==> src/rtl/paralelo_serial.sv <==
// Parallel-to-serial link transmitter: sends COM_COUNT sync bytes after reset, then one byte per 8 cycles.
// Serial output is MSB first. readyOut marks the one cycle in eight when dataIn/validIn are sampled.
module paralelo_serial #(
  parameter logic [7:0]  COM_CHAR  = 8'hBC,
  parameter logic [7:0]  IDLE_CHAR = 8'h7C,
  parameter int unsigned COM_COUNT = 4
) (
  input  logic       clk,
  input  logic       reset,
  input  logic [7:0] dataIn,
  input  logic       validIn,
  output logic       dataOut,
  output logic       readyOut,
  output logic       activeOut
);

  typedef enum logic {SYNC = 1'b0, ACTIVE = 1'b1} state_t;

  localparam logic [3:0] COM_LAST = 4'(COM_COUNT);

  state_t     state_q, state_d;
  logic [7:0] shift_q, shift_d;
  logic [2:0] bit_cnt_q, bit_cnt_d;
  logic [3:0] com_cnt_q, com_cnt_d;
  logic       data_q, data_d;

  logic load_pt;
  logic sync_done;

  assign load_pt   = (bit_cnt_q == 3'd7);
  assign sync_done = (com_cnt_q == COM_LAST);

  // Reset preloads the first COM byte, so the counter already counts it.
  always_ff @(posedge clk or posedge reset) begin
    if (reset) begin
      state_q   <= SYNC;
      shift_q   <= COM_CHAR;
      bit_cnt_q <= 3'd0;
      com_cnt_q <= 4'd1;
      data_q    <= 1'b0;
    end else begin
      state_q   <= state_d;
      shift_q   <= shift_d;
      bit_cnt_q <= bit_cnt_d;
      com_cnt_q <= com_cnt_d;
      data_q    <= data_d;
    end
  end

  always_comb begin
    state_d = state_q;
    if (state_q == SYNC && load_pt && sync_done) begin
      state_d = ACTIVE;
    end
  end

  always_comb begin
    data_d    = shift_q[7];
    bit_cnt_d = bit_cnt_q + 3'd1;
    shift_d   = shift_q << 1;
    com_cnt_d = com_cnt_q;
    if (load_pt) begin
      if (state_q == SYNC && !sync_done) begin
        shift_d   = COM_CHAR;
        com_cnt_d = com_cnt_q + 4'd1;
      end else begin
        shift_d = validIn ? dataIn : IDLE_CHAR;
      end
    end
  end

  always_comb begin
    readyOut  = load_pt && (state_q == ACTIVE || sync_done);
    activeOut = (state_q == ACTIVE);
  end

  assign dataOut = data_q;

endmodule
==> config.mk <==
export PLATFORM = sky130hd
export DESIGN_NAME = paralelo_serial
export DESIGN_NICKNAME = d
export VERILOG_FILES = /design/src/rtl/paralelo_serial.sv
export SDC_FILE = /design/constraint.sdc
export NUM_CORES = 1
export LEC_CHECK = 0
export BUFFER_PORTS_ARGS = -buffer_cell sky130_fd_sc_hd__buf_4
export CAP_MARGIN = 20
export CELL_PAD_IN_SITES_DETAIL_PLACEMENT = 0
export CELL_PAD_IN_SITES_GLOBAL_PLACEMENT = 1
export CORE_MARGIN = 2
export CORE_UTILIZATION = 40
export CTS_BUF_LIST = sky130_fd_sc_hd__clkbuf_2 sky130_fd_sc_hd__clkbuf_4 sky130_fd_sc_hd__clkbuf_8
export DETAILED_ROUTE_END_ITERATION = 8
export GPL_TIMING_DRIVEN = 1
export PLACE_DENSITY = 0.86
export SLEW_MARGIN = 20
export SYNTH_ARGS = -nofsm -noshare
export SYNTH_HDL_FRONTEND = slang
export SYNTH_SLANG_ARGS = --single-unit
==> constraint.sdc <==
create_clock -name clk -period 1.6 [get_ports clk]
set_input_delay 0.32 -clock clk [delete_from_list [all_inputs] [get_ports clk]]
set_output_delay 0.32 -clock clk [all_outputs]
set_load 0.01 [all_outputs]
# After elaboration in Yosys (flattened, before gate mapping)
# Cells that the tools add are included.
[word_totals]
rom_bits = 0
in_bits = 11
ff_bits = 17
latch_bits = 0
out_inout_bits = 3
ram_bits = 0
elab_cells = 20
n_memories = 0
[classes]
n_addsub = 2
n_mux = 3
bitwise = 1
n_div = 0
eq_ne = 2
shifts = 0
n_mul = 0
magnitude_cmp = 0
reduce_logical = 7
[ops]
columns = ["cell", "n"]
rows = [
  ["8-bit two-way mux", 3],
  ["4-bit by 1-bit adder with 4-bit output (second input constant)", 1],
  ["4-bit by 3-bit == test with 1-bit output (second input constant)", 1],
  ["1-bit logical AND", 4],
  ["3-bit by 1-bit adder with 3-bit output (second input constant)", 1],
  ["3-bit == test (second input constant)", 1],
  ["2-bit AND reduction", 1],
  ["1-bit logical NOT", 1],
  ["1-bit logical OR", 1],
  ["1-bit NOT", 1],
]

# Depth between registers and ports, before layout
# Gate-level depths: netlist of the first run.
[logic_depth]
word_depth = 5
depth_mapped = 6
ltp_nobuf = 5

# Worst setup path after synthesis of the first run
# OpenSTA, ideal clock, no wires.
[synth_timing]
path_type = "reg-to-reg"
from = "reg bit_cnt_q[0]"
to = "reg com_cnt_q[1]"
t_arrival_ns = 1.459
synth_period_minus_slack_ns = 1.583
n_path_buf = 1
setup_ns = 0.125
path_slack_ns = 0.017
t_required_ns = 1.475
path_stages_with_launch = 7
path_cell_list = "dfrtp_1 > ha_1 > ha_1 > buf_4 > and2b_1 > nand2_1 > mux2_2"
[synth_between]
elab_chain_len = 2
[synth_rtl]
columns = ["item", "line", "source"]
rows = [
  ["start: declaration", "23", "logic [2:0] bit_cnt_q, bit_cnt_d;"],
  ["start signal: assignment", "44", "bit_cnt_q <= bit_cnt_d;"],
  ["3-bit == test", "30", "assign load_pt = (bit_cnt_q == 3'd7);"],
  ["2-bit AND reduction (no line)", "n/a", ""],
  ["end signal: assignment", "45", "com_cnt_q <= com_cnt_d;"],
  ["end: declaration", "24", "logic [3:0] com_cnt_q, com_cnt_d;"],
]
# No other way between the ends.
# A chain may end at the register's enable or synchronous reset.

# Worst setup path after layout of the first run
[layout_timing]
from = "reg com_cnt_q[0]"
to = "out readyOut"
[layout_between]
elab_chain_len = 3
[layout_rtl]
columns = ["item", "line", "source"]
rows = [
  ["4-bit by 3-bit == test with 1-bit output", "31", "assign sync_done = (com_cnt_q == COM_LAST);"],
  ["1-bit logical OR", "73", "readyOut = load_pt && (state_q == ACTIVE || sync_done);"],
  ["1-bit logical AND", "73", ""],
  ["end: declaration", "13", "output logic readyOut,"],
]
# No other way between the ends.

==> run summary, run 1 <==
status: finished, violations left
failing checks: negative setup slack
WL per Instance: 12.4 µm
layout cells sized above 1: 57.7%
clock buffer count from CTS: 3
Die H: 46.0 µm
Fin Hold WS: 0.101 ns
Skew-Pair Late Insertion Delay: 0.28 ns
relative slew slack: 59.5%
largest net degree at the start of global routing: 18
Final Instance Area: 956 µm²
post-layout util: 56.6%
maximum VDD drop: 0.699 mV
commonest cells after routing, fill and taps aside: buf_4, dfrtp_1, dfstp_2
H-tree levels: 1
final net count: 94
Tcrit/Tclk final: 117%
pwr dens: 759 mW/mm²
CTS tree: built
Worst Hold Class: primary input to asynchronous set/reset pin
minimum clock period: 1.87 ns
Setup violations, final: 8
via count: 465
gr ovfl total: 0
clock slew seen by the registers of the worst setup and hold paths: 0.09 ns
drt pass-1 iters: 2
total track usage: 13.9%
vias in the first global route: 460
Warnings, synthesis: 0
drt drc: 0
DP HPWL: 845 µm
Power, Total: 0.725 mW
first-pass GRT wire length: 2.01 mm
Via density: 4.89
Sink Count: 17
placed cell areas: 856 µm²
final count of hold timing violations: 0
Rows: 15
Crit. End Element: output port
DIE AREA: 0.00212 mm²
CTS root buf: clkbuf_4
post-route setup slack: -0.272 ns
clock tree buffer depth: 2
Syn Inst Count: 52
commonest non-fill, non-tap cell in the layout: buf_4
post-synthesis sequential area ratio: 61.2%
initial antenna violation count: 0
Startpoint Class: flop
synthesized flop and latch total: 17
drt initial violations: 5
Critical Path AT: 1.55 ns
Synth Cell Area: 707 µm²
routability congestion estimate: 0.696
io pins: 14
ANT nets after route: 0
syn nets: 67
RSZ-0062 raised after global routing: true
Max Fanout on Critical Path: 2
Max Fclk: 534 MHz
Core ar.: 0.00169 mm²
Post-CTS Hold Buffers: 0
synthesized area per cell: 13.6 µm²
Layout Area Growth over Synthesis: 35.2%
final setup TNS: -0.849 ns
maxcap violations: 0
Yosys cell types: 22
IO buf count: 13
leakage dissipation: 0.456 nW
skew final: 0.000898 ns
fin. max-slew vios: 0
WL final: 1.18 mm
Starting Density: 41.9%
chip width: 46.0 µm
Inserted Diodes: 0
Setup Crit Path Kind: flop to output port
Required @ worst endpoint: 1.28 ns
slew at the pin closest to its max-slew limit: 0.607 ns
-- registers in the layout, summed over array words and instances (netlist names) --
name,flops
activeOut,1
bit_cnt_q,3
com_cnt_q,4
dataOut,1
shift_q,8
-- cells in the mapped netlist --
| cell type | number | area [µm²] |
|---|---|---|
| dfstp_2 | 6 | 158 |
| inv_1 | 5 | 18.8 |
| nand3_1 | 2 | 10.0 |
| a21o_2 | 1 | 8.76 |
| ha_1 | 4 | 50.1 |
| nand2b_1 | 1 | 6.26 |
| a22o_1 | 1 | 8.76 |
| a21oi_1 | 1 | 5.00 |
| xnor2_1 | 3 | 26.3 |
| o21a_4 | 1 | 15.0 |
| buf_4 | 1 | 7.51 |
| nand3b_1 | 1 | 7.51 |
| dfrtp_1 | 11 | 275 |
| a32o_1 | 1 | 10.0 |
| nor2_1 | 1 | 3.75 |
| and3b_2 | 1 | 10.0 |
| and2b_1 | 1 | 7.51 |
| mux2_2 | 1 | 11.3 |
| nand2_1 | 2 | 7.51 |
| o211ai_1 | 1 | 7.51 |
| o22a_2 | 4 | 40.0 |
| and3_1 | 2 | 12.5 |
-- metrics by stage --
step	worst slack, ns	cells
CTS	-0.281	93
detailed placement	-0.0534	86
floorplan	0.0165	52
finish	-0.272	95
global route	-0.337	95
global placement	-0.0277	86
-- cells by family after synthesis --
kind of cell,after synthesis,share of synthesized area (%)
fa+ha+maj,4,7.08
xor+xnor,3,3.72
compound gates,10,13.5
mux,1,1.59
simple gates,11,9.20
flops,17,61.2
buf+inv,6,3.72
-- routing by layer --
metal	global-route usage, %	vias up	share of wire (%)
met5	0	-	0
li1	-	231	-
met2	21.1	12	47
met3	5.95	0	4.9
met4	3.43	0	0
met1	18.3	222	48
-- power by group --
part	leakage [nW]	total, mW	switching [mW]	internal [mW]
logic	0.241	0.0418	0.0172	0.0246
clock network	0.0184	0.236	0.122	0.114
registers	0.196	0.448	0.00340	0.445
total	0.456	0.725	0.143	0.583
-- worst max-delay path, stage by stage, from the launching register on --
cell and delay (ns):
dfstp_2 0.55, inv_2 0.05, ha_4 0.15, and3b_2 0.21, o21a_4 0.20, buf_6 0.11
-- final cells by class --
class	instances	area, µm²
fill	156	733
sequential	17	433
multi-input combinational	29	269
timing repair buffer	23	184
clock buffer	4	30.0
tap	17	21.3
inverter	5	18.8
-- timing repair --
item,in CTS,in global routing
resized for setup,4,4
setup buffers,3,2
pin swaps,3,8
setup endpoints to repair,1,8
-- final timing paths --
check                      slack [ns]  cells past startpoint    startpoint            to
max                             -0.27                      5  com_cnt_q[0]      readyOut
min                              0.10                      2         reset  com_cnt_q[3]
max reg2reg                     -0.13                      7  com_cnt_q[0]    shift_q[1]
min reg2reg                      0.40                      0    shift_q[7]       dataOut
max in group asynchronous        1.11                      2         reset  com_cnt_q[2]
min in group clk                 0.26                      2     dataIn[3]    shift_q[3]
(Power assumes the default switching activity.)
==> run 2: changes to the inputs <==
--- a/config.mk
+++ b/config.mk
@@ -6,7 +6,6 @@
 export NUM_CORES = 1
 export LEC_CHECK = 0
 export BUFFER_PORTS_ARGS = -buffer_cell sky130_fd_sc_hd__buf_4
-export CAP_MARGIN = 20
 export CELL_PAD_IN_SITES_DETAIL_PLACEMENT = 0
 export CELL_PAD_IN_SITES_GLOBAL_PLACEMENT = 1
 export CORE_MARGIN = 2
==> constraint.sdc (replaced) <==
create_clock -name clk -period 1.6 [get_ports clk]
set_input_delay 0.16 -clock clk [delete_from_list [all_inputs] [get_ports clk]]
set_output_delay 0.16 -clock clk [all_outputs]
set_load 0.01 [all_outputs]
==> run 2 against run 1 <==
The run still ends with negative setup slack left. Die area is the same. Critical path depth is the same. Count of clock-buffer cells in the layout shrank 1. Power shrank 1.2%. Non-clock buffer count shrank 3. Combinational power grew 2%. Critical endpoint unchanged. Largest power group unchanged. Highest routed layer unchanged.
==> run summary, run 2 (synthesized netlist as in run 1, its figures left out) <==
hold path cells: 2
gr ovfl total: 0 (unchanged)
worst r2r path cells: 7 (unchanged)
vias in the first global route: 477 (was 460)
post-layout util: 54.3% (was 56.6%)
maxcap violations: 0 (unchanged)
Inserted Diodes: 0 (unchanged)
CP max-delay cell: dfstp_2 (unchanged)
Pint: 0.563 mW (was 0.583 mW)
H-tree levels: 1 (unchanged)
most flop-heavy register: shift_q (unchanged)
WL final: 1.23 mm (was 1.18 mm)
worst-path cell chain: inv_2 > ha_4 > and3b_2 > o21a_4 > buf_6 (unchanged)
Sink Count: 17 (unchanged)
CTS root buf: clkbuf_4 (unchanged)
clock tree buffer depth: 2 (unchanged)
Skew-Pair Late Insertion Delay: 0.29 ns (was 0.28 ns)
Die H: 46.0 µm (unchanged)
chip width: 46.0 µm (unchanged)
Switch Pwr: 0.154 mW (was 0.143 mW)
Tcrit/Tclk final: 106% (was 117%)
pwr dens: 782 mW/mm² (was 759 mW/mm²)
drt drc: 0 (unchanged)
status: finished, violations left (unchanged)
Max Fanout on Critical Path: 2 (unchanged)
clock slew seen by the registers of the worst setup and hold paths: 0.10 ns (was 0.09 ns)
clock buffer count from CTS: 3 (unchanged)
reg2reg start: com_cnt_q[0] (unchanged)
commonest non-fill, non-tap cell in the layout: buf_4 (unchanged)
max incr delay on CP: 0.55 ns (about the same)
failing checks: negative setup slack (unchanged)
Required @ worst endpoint: 1.44 ns (was 1.28 ns)
Via density: 4.97 (was 4.89)
relative slew slack: 58.5% (was 59.5%)
DP HPWL: 825 µm (was 845 µm)
final net count: 91 (was 94)
via count: 457 (was 465)
slew at the pin closest to its max-slew limit: 0.622 ns (was 0.607 ns)
maximum VDD drop: 0.637 mV (was 0.699 mV)
DIE AREA: 0.00212 mm² (unchanged)
Setup Crit Path Kind: flop to output port (unchanged)
Crit path buffers/inverters: 2 (unchanged)
leakage dissipation: 0.439 nW (was 0.456 nW)
Worst path top cell family by delay: flip-flops (unchanged)
Critical Path AT: 1.54 ns (was 1.55 ns)
WL per Instance: 13.4 µm (was 12.4 µm)
initial antenna violation count: 0 (unchanged)
R2R Setup Slk: -0.02 ns (was -0.13 ns)
first-pass GRT wire length: 2.17 mm (was 2.01 mm)
IO buf count: 13 (unchanged)
post-route setup slack: -0.0978 ns (was -0.272 ns)
sequential power share: 62.5% (was 61.7%)
final non-filler cell total: 92 (was 95)
hold path start: dataIn[3]
ANT nets after route: 0 (unchanged)
Starting Density: 41.9% (unchanged)
layout cells sized above 1: 52.0% (was 57.7%)
top flop regs: shift_q x8, com_cnt_q x4, bit_cnt_q x3 (unchanged)
layout filler cell count: 156 (unchanged)
final setup TNS: -0.164 ns (was -0.849 ns)
Rows: 15 (unchanged)
RSZ-0062 raised after global routing: true (unchanged)
CTS tree: built (unchanged)
Setup violations, final: 6 (was 8)
switching part of the total: 21.4% (was 19.7%)
Power, Total: 0.717 mW (was 0.725 mW)
Layout Area Growth over Synthesis: 29.7% (was 35.2%)
Critical R2R Capture: shift_q[2] (was shift_q[1])
skew final: 0.00632 ns (was 0.000898 ns)
max reg flops: 8 (unchanged)
Crit. End Element: output port (unchanged)
total track usage: 14.9% (was 13.9%)
Core ar.: 0.00169 mm² (unchanged)
largest net degree at the start of global routing: 18 (unchanged)
drt pass-1 iters: 2 (unchanged)
routability congestion estimate: 0.772 (was 0.696)
Startpoint Class: flop (unchanged)
Combinational Power Share: 6.0% (was 5.8%)
minimum clock period: 1.70 ns (was 1.87 ns)
final count of hold timing violations: 0 (unchanged)
stages on the worst setup path: 5 (unchanged)
commonest cells after routing, fill and taps aside: buf_4, dfrtp_1, dfstp_2 (unchanged)
fin. max-slew vios: 0 (unchanged)
clock network power share: 31.5% (was 32.5%)
Max Fclk: 589 MHz (was 534 MHz)
Hold EP: shift_q[3]
Worst Hold Class: primary input to flop (was primary input to asynchronous set/reset pin)
dpl cells: 84 (was 86)
io pins: 14 (unchanged)
drt initial violations: 1 (was 5)
[run 2: layer usage]
| layer | global-route usage (%) | share of wire [%] | up-vias |
|---|---|---|---|
| li1 | - | - | 225 |
| met1 | 18.3 | 49 | 221 |
| met2 | 24.4 | 47 | 11 |
| met3 | 5.95 | 3.8 | 0 |
| met4 | 3.43 | 0 | 0 |
| met5 | 0 | 0 | - |
[run 2: power groups by stage]
stage          Combinational (mW)  Clock, mW  Sequential, mW
2_1_floorplan              0.0160          0           0.455
3_3_place_gp               0.0409          0           0.456
3_5_place_dp               0.0417          0           0.456
4_1_cts                    0.0438      0.235           0.448
5_1_grt                    0.0488      0.263           0.449
6_report                   0.0428      0.226           0.448
[run 2: how the worst max path moves through the flow]
stage,start,to
2_1_floorplan,bit_cnt_q[0],com_cnt_q[1]
3_3_place_gp,com_cnt_q[0],shift_q[1]
3_5_place_dp,com_cnt_q[0],shift_q[1]
4_1_cts,com_cnt_q[0],readyOut
5_1_grt,com_cnt_q[0],readyOut
6_report,com_cnt_q[0],readyOut
[run 2: metrics by stage]
| step | hold WS (ns) | instance area [µm²] | setup slack (ns) |
|---|---|---|---|
| 5_1_grt | 0.0456 | 917 | -0.175 |
| 2_1_floorplan | 0.0817 | 707 | 0.0165 |
| 3_5_place_dp | 0.280 | 841 | 0.0433 |
| 6_report | 0.0744 | 917 | -0.0978 |
| 3_3_place_gp | 0.273 | 841 | 0.0676 |
| 4_1_cts | 0.0648 | 917 | -0.124 |
[run 2: repair_timing]
action | 4_1_cts | 5_1_grt
resized for setup | 4 | 0
endpoints found under the setup margin | 1 | 8
buffers inserted | 3 | 0
hold endpoints to repair | 11 | 0
pin swaps | 3 | 2
hold buffers | 1 | 0
[run 2: worst reg2reg max path, cell delays in order (launching register included)]
cell,delay (ns)
dfstp_2,0.55
inv_2,0.04
ha_4,0.14
and3b_2,0.20
buf_4,0.14
o211ai_1,0.20
buf_4,0.17
o22a_2,0.14
[run 2: final cells by class]
class                      count  area [µm²]  area share (%)
multi-input combinational     29         260            28.4
sequential                    17         433            47.2
clock buffer                   3        22.5            2.46
timing repair buffer          20         156            17.1
clock inverter                 1        5.00           0.546
inverter                       5        18.8            2.05
tap                           17        21.3            2.32
==> run 3: changes to the inputs <==
--- a/config.mk
+++ b/config.mk
@@ -14,6 +14,7 @@
 export DETAILED_ROUTE_END_ITERATION = 8
 export GPL_TIMING_DRIVEN = 1
 export PLACE_DENSITY = 0.86
+export SETUP_SLACK_MARGIN = 0.02
 export SLEW_MARGIN = 20
 export SYNTH_ARGS = -nofsm -noshare
 export SYNTH_HDL_FRONTEND = slang
==> run 3 against run 2 <==
The flow still finishes with violations (negative setup slack). Flip-flop and latch count did not move. Cell count rose by 2.2%. Power grew 1.4%. Clock power is 4% higher. Worst hold slack gained 0.013 ns. Final area increased by 3.5%. Critical endpoint unchanged. Highest routed layer unchanged.
==> run summary, run 3 (synthesized netlist as in run 1, its figures left out) <==
final setup TNS: -0.118 ns (was -0.164 ns)
relative slew slack: 59.3% (was 58.5%)
Crit. End Element: output port (unchanged)
CTS root buf: clkbuf_4 (unchanged)
IO buf count: 13 (unchanged)
initial antenna violation count: 0 (unchanged)
area taken by multi-input logic gates: 275 µm² (was 260 µm²)
layout filler cell count: 156 (unchanged)
minimum clock period: 1.69 ns (was 1.70 ns)
via count: 471 (was 457)
WL final: 1.13 mm (was 1.23 mm)
top flop regs: shift_q x8, com_cnt_q x4, bit_cnt_q x3 (unchanged)
status: finished, violations left (unchanged)
R2R Setup Slk: -0.03 ns (was -0.02 ns)
Via density: 5.01 (was 4.97)
Hold EP: shift_q[3] (unchanged)
Rows: 15 (unchanged)
ANT nets after route: 0 (unchanged)
Core ar.: 0.00169 mm² (unchanged)
io pins: 14 (unchanged)
Startpoint Class: flop (unchanged)
maxcap violations: 0 (unchanged)
clock slew seen by the registers of the worst setup and hold paths: 0.09 ns (was 0.10 ns)
Starting Density: 41.9% (unchanged)
hold path start: dataIn[3] (unchanged)
slew at the pin closest to its max-slew limit: 0.609 ns (was 0.622 ns)
failing checks: negative setup slack (unchanged)
post-route setup slack: -0.0926 ns (was -0.0978 ns)
commonest cells after routing, fill and taps aside: buf_4, dfrtp_1, dfstp_2 (unchanged)
CTS tree: built (unchanged)
commonest non-fill, non-tap cell in the layout: buf_4 (unchanged)
leakage dissipation: 0.456 nW (was 0.439 nW)
skew final: 0.00313 ns (was 0.00632 ns)
largest net degree at the start of global routing: 18 (unchanged)
drt drc: 0 (unchanged)
clock buffer count from CTS: 3 (unchanged)
Setup Crit Path Kind: flop to output port (unchanged)
Die H: 46.0 µm (unchanged)
register area: 433 µm² (unchanged)
first-pass GRT wire length: 2.01 mm (was 2.17 mm)
pre-CTS setup slack: 0.0289 ns (was 0.0433 ns)
RSZ-0062 raised after global routing: true (unchanged)
gr ovfl total: 0 (unchanged)
layout cells sized above 1: 57.1% (was 52.0%)
max reg flops: 8 (unchanged)
total track usage: 13.3% (was 14.9%)
Max Fclk: 591 MHz (was 589 MHz)
Critical Path AT: 1.53 ns (was 1.54 ns)
clock tree buffer depth: 2 (unchanged)
routability congestion estimate: 0.709 (was 0.772)
reg2reg start: com_cnt_q[0] (unchanged)
DIE AREA: 0.00212 mm² (unchanged)
DP HPWL: 824 µm (was 825 µm)
H-tree levels: 1 (unchanged)
Worst Hold Class: primary input to flop (unchanged)
Skew-Pair Late Insertion Delay: 0.28 ns (was 0.29 ns)
final count of hold timing violations: 0 (unchanged)
vias in the first global route: 487 (was 477)
fin. max-slew vios: 0 (unchanged)
worst r2r path cells: 6 (was 7)
Tcrit/Tclk final: 106% (about the same)
drt initial violations: 2 (was 1)
maximum VDD drop: 0.423 mV (was 0.637 mV)
Sink Count: 17 (unchanged)
Setup violations, final: 2 (was 6)
final net count: 93 (was 91)
Required @ worst endpoint: 1.44 ns (about the same)
drt pass-1 iters: 2 (unchanged)
hold path cells: 2 (unchanged)
chip width: 46.0 µm (unchanged)
Critical R2R Capture: shift_q[1] (was shift_q[2])
WL per Instance: 12.0 µm (was 13.4 µm)
pwr dens: 765 mW/mm² (was 782 mW/mm²)
Layout Area Growth over Synthesis: 34.3% (was 29.7%)
most flop-heavy register: shift_q (unchanged)
Max Fanout on Critical Path: 2 (unchanged)
Inserted Diodes: 0 (unchanged)
==> run 3: cell count changes in the layout (fill, tap and decap cells not counted), sizes merged <==
cell	previous run	this run
clkinv	1	0
clkbuf	3	4
buf	19	21
==> run 3: critical path, cell delays in order (launching register included) <==
cell and delay [ns]:
dfstp_2 0.55, inv_2 0.05, ha_4 0.15, and3b_2 0.20, o21a_4 0.20, buf_6 0.11
==> run 3: how the worst max path moves through the flow <==
stage	startpoint	to
2_1_floorplan	bit_cnt_q[0]	com_cnt_q[1]
3_5_place_dp	com_cnt_q[0]	shift_q[2]
4_1_cts	com_cnt_q[0]	readyOut
3_3_place_gp	com_cnt_q[0]	shift_q[1]
5_1_grt	com_cnt_q[0]	readyOut
6_report	com_cnt_q[0]	readyOut
==> run 3: layout make-up <==
type                            count  area share, %
Tap cell                           17           2.24
Timing Repair Buffer               22           18.1
Multi-Input combinational cell     29           29.0
Clock buffer                        4           3.16
Inverter                            5           1.98
Sequential cell                    17           45.6
==> run 3: power by group <==
part	switching [mW]	internal (mW)
clock network	0.123	0.114
registers	0.00309	0.445
logic	0.0167	0.0260
total	0.143	0.584
==> run 3: what timing repair did <==
| action | 4_1_cts | 5_1_grt |
|---|---|---|
| hold buffers | 1 | 0 |
| setup buffers | 4 | 2 |
| hold endpoints to repair | 11 | 0 |
| resized for setup | 4 | 3 |
| endpoints found under the setup margin | 5 | 9 |
| pin swaps | 4 | 7 |
==> run 3: layer usage <==
layer / GRT usage, % / wire (µm) / up-vias
li1: - / - / 230
met1: 17.0 / 516 / 233
met2: 21.9 / 557 / 8
met3: 3.57 / 56 / 0
met4: 3.43 / 0 / 0
met5: 0 / 0 / -
==> run 3: stage by stage <==
step	area [µm²]	utilization (%)	hold slack [ns]	power [mW]	std cells
final	950	56.2	0.0877	0.727	94
after global routing	950	56.2	0.0657	0.767	94
after CTS	920	54.4	0.0770	0.738	92
after detailed placement	833	49.3	0.277	0.497	83
after global placement	833	49.3	0.276	0.497	83
after floorplan	707	-	0.0817	0.471	52
